**src/rtl/dsp48a1_pkg.sv**
```systemverilog
// Shared DSP48A1 slice definitions: OPMODE constants and the MAC sequencer state encoding.
package dsp48a1_pkg;

    // OPMODE = {D-op, pre-adder, carry-in, pre-adder en, Z[1:0], X[1:0]}
    localparam logic [7:0] OPM_ZERO      = 8'h00;
    localparam logic [7:0] OPM_MAC_FIRST = 8'h01;
    localparam logic [7:0] OPM_MAC_ACC   = 8'h09;

    typedef enum logic [1:0] {
        SEQ_IDLE  = 2'd0,
        SEQ_RUN   = 2'd1,
        SEQ_DRAIN = 2'd2,
        SEQ_ZERO  = 2'd3
    } seq_state_t;

endpackage

```
**src/rtl/mac_valid_delay.sv**
```systemverilog
// DEPTH-stage shift register of {valid, first} flags tracking products through the slice pipeline.
module mac_valid_delay #(
    parameter int DEPTH = 2
) (
    input  logic             clk,
    input  logic             rst,
    input  logic             clr,
    input  logic             v_in,
    input  logic             first_in,
    output logic [DEPTH-1:0] v_q,
    output logic [DEPTH-1:0] first_q
);

    // Bit i holds the flags of the product accepted i+1 cycles ago.
    always_ff @(posedge clk) begin
        if (rst || clr) begin
            v_q     <= '0;
            first_q <= '0;
        end else begin
            v_q[0]     <= v_in;
            first_q[0] <= first_in;
            for (int i = 1; i < DEPTH; i++) begin
                v_q[i]     <= v_q[i-1];
                first_q[i] <= first_q[i-1];
            end
        end
    end

endmodule

```
**src/rtl/dsp48a1_mac_sequencer.sv**
```systemverilog
// Control sequencer for a DSP48A1 slice used as a multiply-accumulator over LEN operand pairs.
module dsp48a1_mac_sequencer
    import dsp48a1_pkg::*;
#(
    parameter int LEN_W    = 8,
    parameter int PIPE_LAT = 2
) (
    input  logic             clk,
    input  logic             rst,
    input  logic             start,
    input  logic [LEN_W-1:0] len,
    input  logic             abort,
    output logic             busy,
    input  logic             in_valid,
    output logic             in_ready,
    output logic             ce_ab,
    output logic             ce_m,
    output logic             ce_p,
    output logic             rst_p,
    output logic [7:0]       opmode,
    output logic             out_valid,
    output logic             done
);

    seq_state_t          state, state_nxt;
    logic [LEN_W-1:0]    remaining;
    logic                first_pend;
    logic [2:0]          drain_cnt;
    logic                accept, job_load, job_clr;
    logic [PIPE_LAT-1:0] dl_v, dl_first;
    logic                pre_v, pre_first;
    logic                unused_first_tail;

    always_ff @(posedge clk) begin
        if (rst) state <= SEQ_IDLE;
        else     state <= state_nxt;
    end

    // Handshake: an operand pair moves when in_valid && in_ready; abort wins over it.
    always_comb begin
        state_nxt = state;
        in_ready  = 1'b0;
        accept    = 1'b0;
        out_valid = 1'b0;
        done      = 1'b0;
        job_load  = 1'b0;
        job_clr   = 1'b0;
        case (state)
            SEQ_IDLE: begin
                if (start) begin
                    job_load  = 1'b1;
                    state_nxt = (len != '0) ? SEQ_RUN : SEQ_ZERO;
                end
            end
            SEQ_RUN: begin
                in_ready = 1'b1;
                if (in_valid) begin
                    accept = 1'b1;
                    if (remaining == LEN_W'(1)) state_nxt = SEQ_DRAIN;
                end
            end
            SEQ_DRAIN: begin
                if (drain_cnt == 3'(PIPE_LAT)) begin
                    out_valid = 1'b1;
                    done      = 1'b1;
                    state_nxt = SEQ_IDLE;
                end
            end
            SEQ_ZERO: begin
                done      = 1'b1;
                state_nxt = SEQ_IDLE;
            end
            default: state_nxt = SEQ_IDLE;
        endcase
        if (abort && state != SEQ_IDLE) begin
            accept    = 1'b0;
            out_valid = 1'b0;
            done      = 1'b0;
            job_clr   = 1'b1;
            state_nxt = SEQ_IDLE;
        end
    end

    assign busy  = (state != SEQ_IDLE);
    assign ce_ab = accept;

    mac_valid_delay #(.DEPTH(PIPE_LAT)) u_delay (
        .clk      (clk),
        .rst      (rst),
        .clr      (job_clr),
        .v_in     (accept),
        .first_in (accept && first_pend),
        .v_q      (dl_v),
        .first_q  (dl_first)
    );

    // The tap one stage ahead of ce_p feeds the M enable and the opmode register.
    generate
        if (PIPE_LAT == 1) begin : g_tap_direct
            assign pre_v     = accept;
            assign pre_first = accept && first_pend;
        end else begin : g_tap_line
            assign pre_v     = dl_v[PIPE_LAT-2];
            assign pre_first = dl_first[PIPE_LAT-2];
        end
    endgenerate

    assign ce_m              = pre_v;
    assign ce_p              = dl_v[PIPE_LAT-1];
    assign unused_first_tail = dl_first[PIPE_LAT-1];

    always_ff @(posedge clk) begin
        if (rst) begin
            remaining  <= '0;
            first_pend <= 1'b0;
            drain_cnt  <= 3'd0;
            rst_p      <= 1'b0;
            opmode     <= OPM_ZERO;
        end else begin
            rst_p <= job_load || job_clr;
            if (job_load) begin
                remaining  <= len;
                first_pend <= 1'b1;
            end else if (accept) begin
                remaining  <= remaining - LEN_W'(1);
                first_pend <= 1'b0;
            end
            drain_cnt <= (state == SEQ_DRAIN) ? drain_cnt + 3'd1 : 3'd0;
            // Opmode only changes in the cycle before a P update, so it holds between products.
            if (pre_v) opmode <= pre_first ? OPM_MAC_FIRST : OPM_MAC_ACC;
        end
    end

endmodule

```
**config.mk**
```make
export PLATFORM = sky130hd
export DESIGN_NAME = dsp48a1_mac_sequencer
export DESIGN_NICKNAME = d
export VERILOG_FILES = /design/src/rtl/dsp48a1_pkg.sv /design/src/rtl/mac_valid_delay.sv /design/src/rtl/dsp48a1_mac_sequencer.sv
export SDC_FILE = /design/constraint.sdc
export NUM_CORES = 1
export LEC_CHECK = 0
export BUFFER_PORTS_ARGS = -buffer_cell sky130_fd_sc_hd__buf_2
export CAP_MARGIN = 20
export CORE_ASPECT_RATIO = 0.8
export CORE_MARGIN = 8
export CORE_UTILIZATION = 31
export CTS_CLUSTER_DIAMETER = 120
export CTS_CLUSTER_SIZE = 30
export DETAILED_ROUTE_END_ITERATION = 7
export SYNTH_ARGS = -nofsm -noshare
export SYNTH_HDL_FRONTEND = slang
export SYNTH_SLANG_ARGS = --single-unit
```
**constraint.sdc**
```tcl
create_clock -name clk -period 1.25 [get_ports clk]
set_input_delay 0.0625 -clock clk [delete_from_list [all_inputs] [get_ports clk]]
set_output_delay 0.0625 -clock clk [all_outputs]
set_load 0.01 [all_outputs]
```
==> results_dict.tcl <==
set metrics [dict create \
    status "complete, but fails checks" \
    failed_checks "setup timing" \
    setup_viol 5 \
    power_frac_seq_pct 41.2 \
    layout_commonest_cell "buf_2" \
    rsz0062_at_grt "yes" \
    ys_ff_latch 20 \
    peakVddDrop_uv 590.3 \
    seq_area_frac_synth_pct 39.46 \
    num_antenna_cells 0 \
    grt_pass1_vias 907 \
    slew_viol_final 0 \
    cts_root_buf "clkbuf_8" \
    cap_violations 0 \
    clock.fmax_mhz 752.9 \
    drt_iter0_markers 19 \
    nFillCells 304 \
    intPower_w 0.001295 \
    die_x_um 79.97 \
    syn_to_final_growth_pct 47.10 \
    grt_start_max_net_pins 13 \
    ant_nets 0 \
    wire_per_inst_um 13.73 \
    p_leak_nw 0.6226 \
    end_kind "output port" \
    drt-total-wl_mm 2.678 \
    rows 18 \
    tns_ns -0.2104 \
    critical_path_class "register to output port" \
    synth_cell_types 42 \
    start_util_pct 32.65 \
    vias_per_cell 4.867 \
    place_hpwl_mm 1.981 \
    cts.sinks 20 \
    drive_gt1_share_pct 50.97 \
    place.port_buffers 22 \
    arrival_ns 1.27 \
    ioPinCount 29 \
    drt_pass1_iterations 4 \
    cts_tree "built" \
    grt_pass1_wl_mm 4.215 \
    cts.path.max_buffers 2 \
    nets 173 \
    clkLatencyLatePin_ns 0.26 \
    layout_common_cells "21 x buf_2, 19 x buf_4, 14 x dfxtp_1, 12 x nor2_1, 6 x conb_1" \
    worstSetupStartpointType "register" \
    num_vias 949 \
    cts_buffers 3 \
    clkPwrFrac_pct 36.7 \
    multi_input_area_um2 659.4 \
    dieArea_mm2 0.005371 \
    core_mm2 0.003108 \
    pre_cts_ws_ns -0.1456 \
    period_needed_ns 1.328 \
    grtUsageTotal_pct 9.825 \
    comb_power_share_pct 22.2 \
    htreeDepth 1 \
    switching_share_pct 26.10 \
    hold_class "input port to register" \
    syn_area_per_cell_um2 8.824 \
    syn_area_mm2 0.001015 \
    antenna_found_initial 0 \
    final-hold-violation-count 0 \
    seq_area_um2 410.4 \
    die_y_um 67.17 \
    grt.overflow.total 0 \
    gp_congestion 0.9200 \
    power_density_mw_per_mm2 1174 \
    syn_inst 115 \
    fin_skew_ns 0.002992 \
    path_max_fanout 2 \
    fin_ws_ns -0.07817 \
    p_sw_w 0.0004573 \
    clkSlewWorstSetupHoldPaths_ns 0.07 \
    holdBufCountCts 0 \
    critical_path_required_ns 1.19 \
    fin_util_pct 48.03 \
    drc 0 \
    fin_crit_sh_pct 106.3 \
    yosysWarningCount 0 \
]
## routing by layer
metal | track usage (%) | vias up | wire length [um]
met1 | 11.44 | 446 | 1174
li1 | - | 478 | -
met4 | 2.715 | 0 | 27
met5 | 0 | - | 0
met2 | 16.21 | 23 | 1283
met3 | 4.244 | 2 | 193
## path summary, 6_finish.rpt
kind	start	endpoint	slack (ns)	depth (start not counted)
max	drain_cnt[0]	out_valid	-0.08	6
min	len[1]	remaining[1]	0.07	3
max reg2reg	state[1]	remaining[5]	-0.05	5
min reg2reg	u_delay.first_q[0]	opmode[3]	0.41	1
## sequential cells by signal, summed over array words and instances (netlist names)
name and flops:
opmode 2, drain_cnt 3, rst_p 1, remaining 8
first_pend 1, state 2, u_delay.v_q 2, u_delay.first_q 1
## cell families after synthesis
kind of cell,count (synthesis),synth area share (%)
buf+inv,18,9.987
fa+ha+maj,4,4.932
compound gates,24,16.40
other cells,1,0.3696
flops,20,39.46
simple gates,47,27.99
xor+xnor,1,0.8633
## metrics by stage
step / instances / area (um^2) / power (W) / hold slack [ns]
2_1_floorplan: 120 / 1037 / 0.0009188 / 0.1780
4_1_cts: 195 / 1388 / 0.001700 / 0.05777
3_3_place_gp: 188 / 1251 / 0.001028 / 0.3439
6_report: 195 / 1493 / 0.001752 / 0.06529
5_1_grt: 195 / 1493 / 0.001851 / 0.07667
3_5_place_dp: 188 / 1251 / 0.001032 / 0.3405
## cell usage after synthesis
cell / number / area, um^2
clkinv_2: 1 / 5.000
nor3b_1: 1 / 7.510
xnor2_1: 1 / 8.760
nand4_1: 2 / 12.51
inv_1: 6 / 22.52
and3b_1: 1 / 8.760
nand2_1: 6 / 22.52
nor2_1: 15 / 56.30
nor4b_1: 1 / 8.760
nand3_1: 2 / 10.01
a32oi_1: 1 / 8.760
ha_1: 4 / 50.05
a31oi_1: 2 / 12.51
and3_1: 1 / 6.260
nand4_4: 1 / 21.27
clkbuf_1: 2 / 7.510
a221oi_1: 3 / 26.28
a21oi_1: 7 / 35.03
or3_1: 2 / 12.51
a21boi_0: 1 / 7.510
o311ai_0: 1 / 8.760
nand4b_1: 1 / 8.760
nor2_2: 1 / 6.260
a211oi_1: 1 / 7.510
nor2b_1: 3 / 18.77
a2bb2oi_1: 1 / 8.760
o31a_1: 1 / 8.760
buf_2: 2 / 10.01
o2bb2a_1: 1 / 10.01
nor4_1: 3 / 18.77
nor3_1: 2 / 10.01
and2_1: 1 / 6.260
o21bai_1: 1 / 7.510
nand4bb_4: 1 / 27.53
nand2b_1: 2 / 12.51
buf_4: 6 / 45.04
dfxtp_1: 20 / 400.4
o21ai_0: 2 / 10.01
conb_1: 1 / 3.750
o211ai_1: 2 / 15.01
buf_6: 1 / 11.26
or3b_2: 1 / 8.760
## area by class of cell
type / instances / share of cell area [%]
Multi-Input combinational cell: 82 / 44.17
Sequential cell: 20 / 27.49
Timing Repair Buffer: 42 / 18.11
Tap cell: 40 / 3.353
Clock buffer: 3 / 2.766
Inverter: 7 / 2.096
Clock inverter: 1 / 2.012
## power by group through the flow
stage	combinational, W	clock [W]	sequential, W
2_1_floorplan	0.000203	0	0.000716
3_3_place_gp	0.000308	0	0.000720
3_5_place_dp	0.000310	0	0.000722
4_1_cts	0.000330	0.000662	0.000708
5_1_grt	0.000427	0.000698	0.000725
6_report	0.000389	0.000643	0.000721
## timing repair
action / CTS / global route
gates resized for setup: 13 / 25
pin swaps: 3 / 7
setup endpoints to repair: 11 / 12
setup buffers: 3 / 0
## worst max-delay path, stage by stage (launching register included)
cell and delay [ns]:
dfxtp_2 0.32, inv_2 0.05, ha_4 0.13, nand2b_4 0.05, buf_6 0.11, nor4b_2 0.18, buf_2 0.16
No activity file was read; power rests on OpenSTA's default activity.
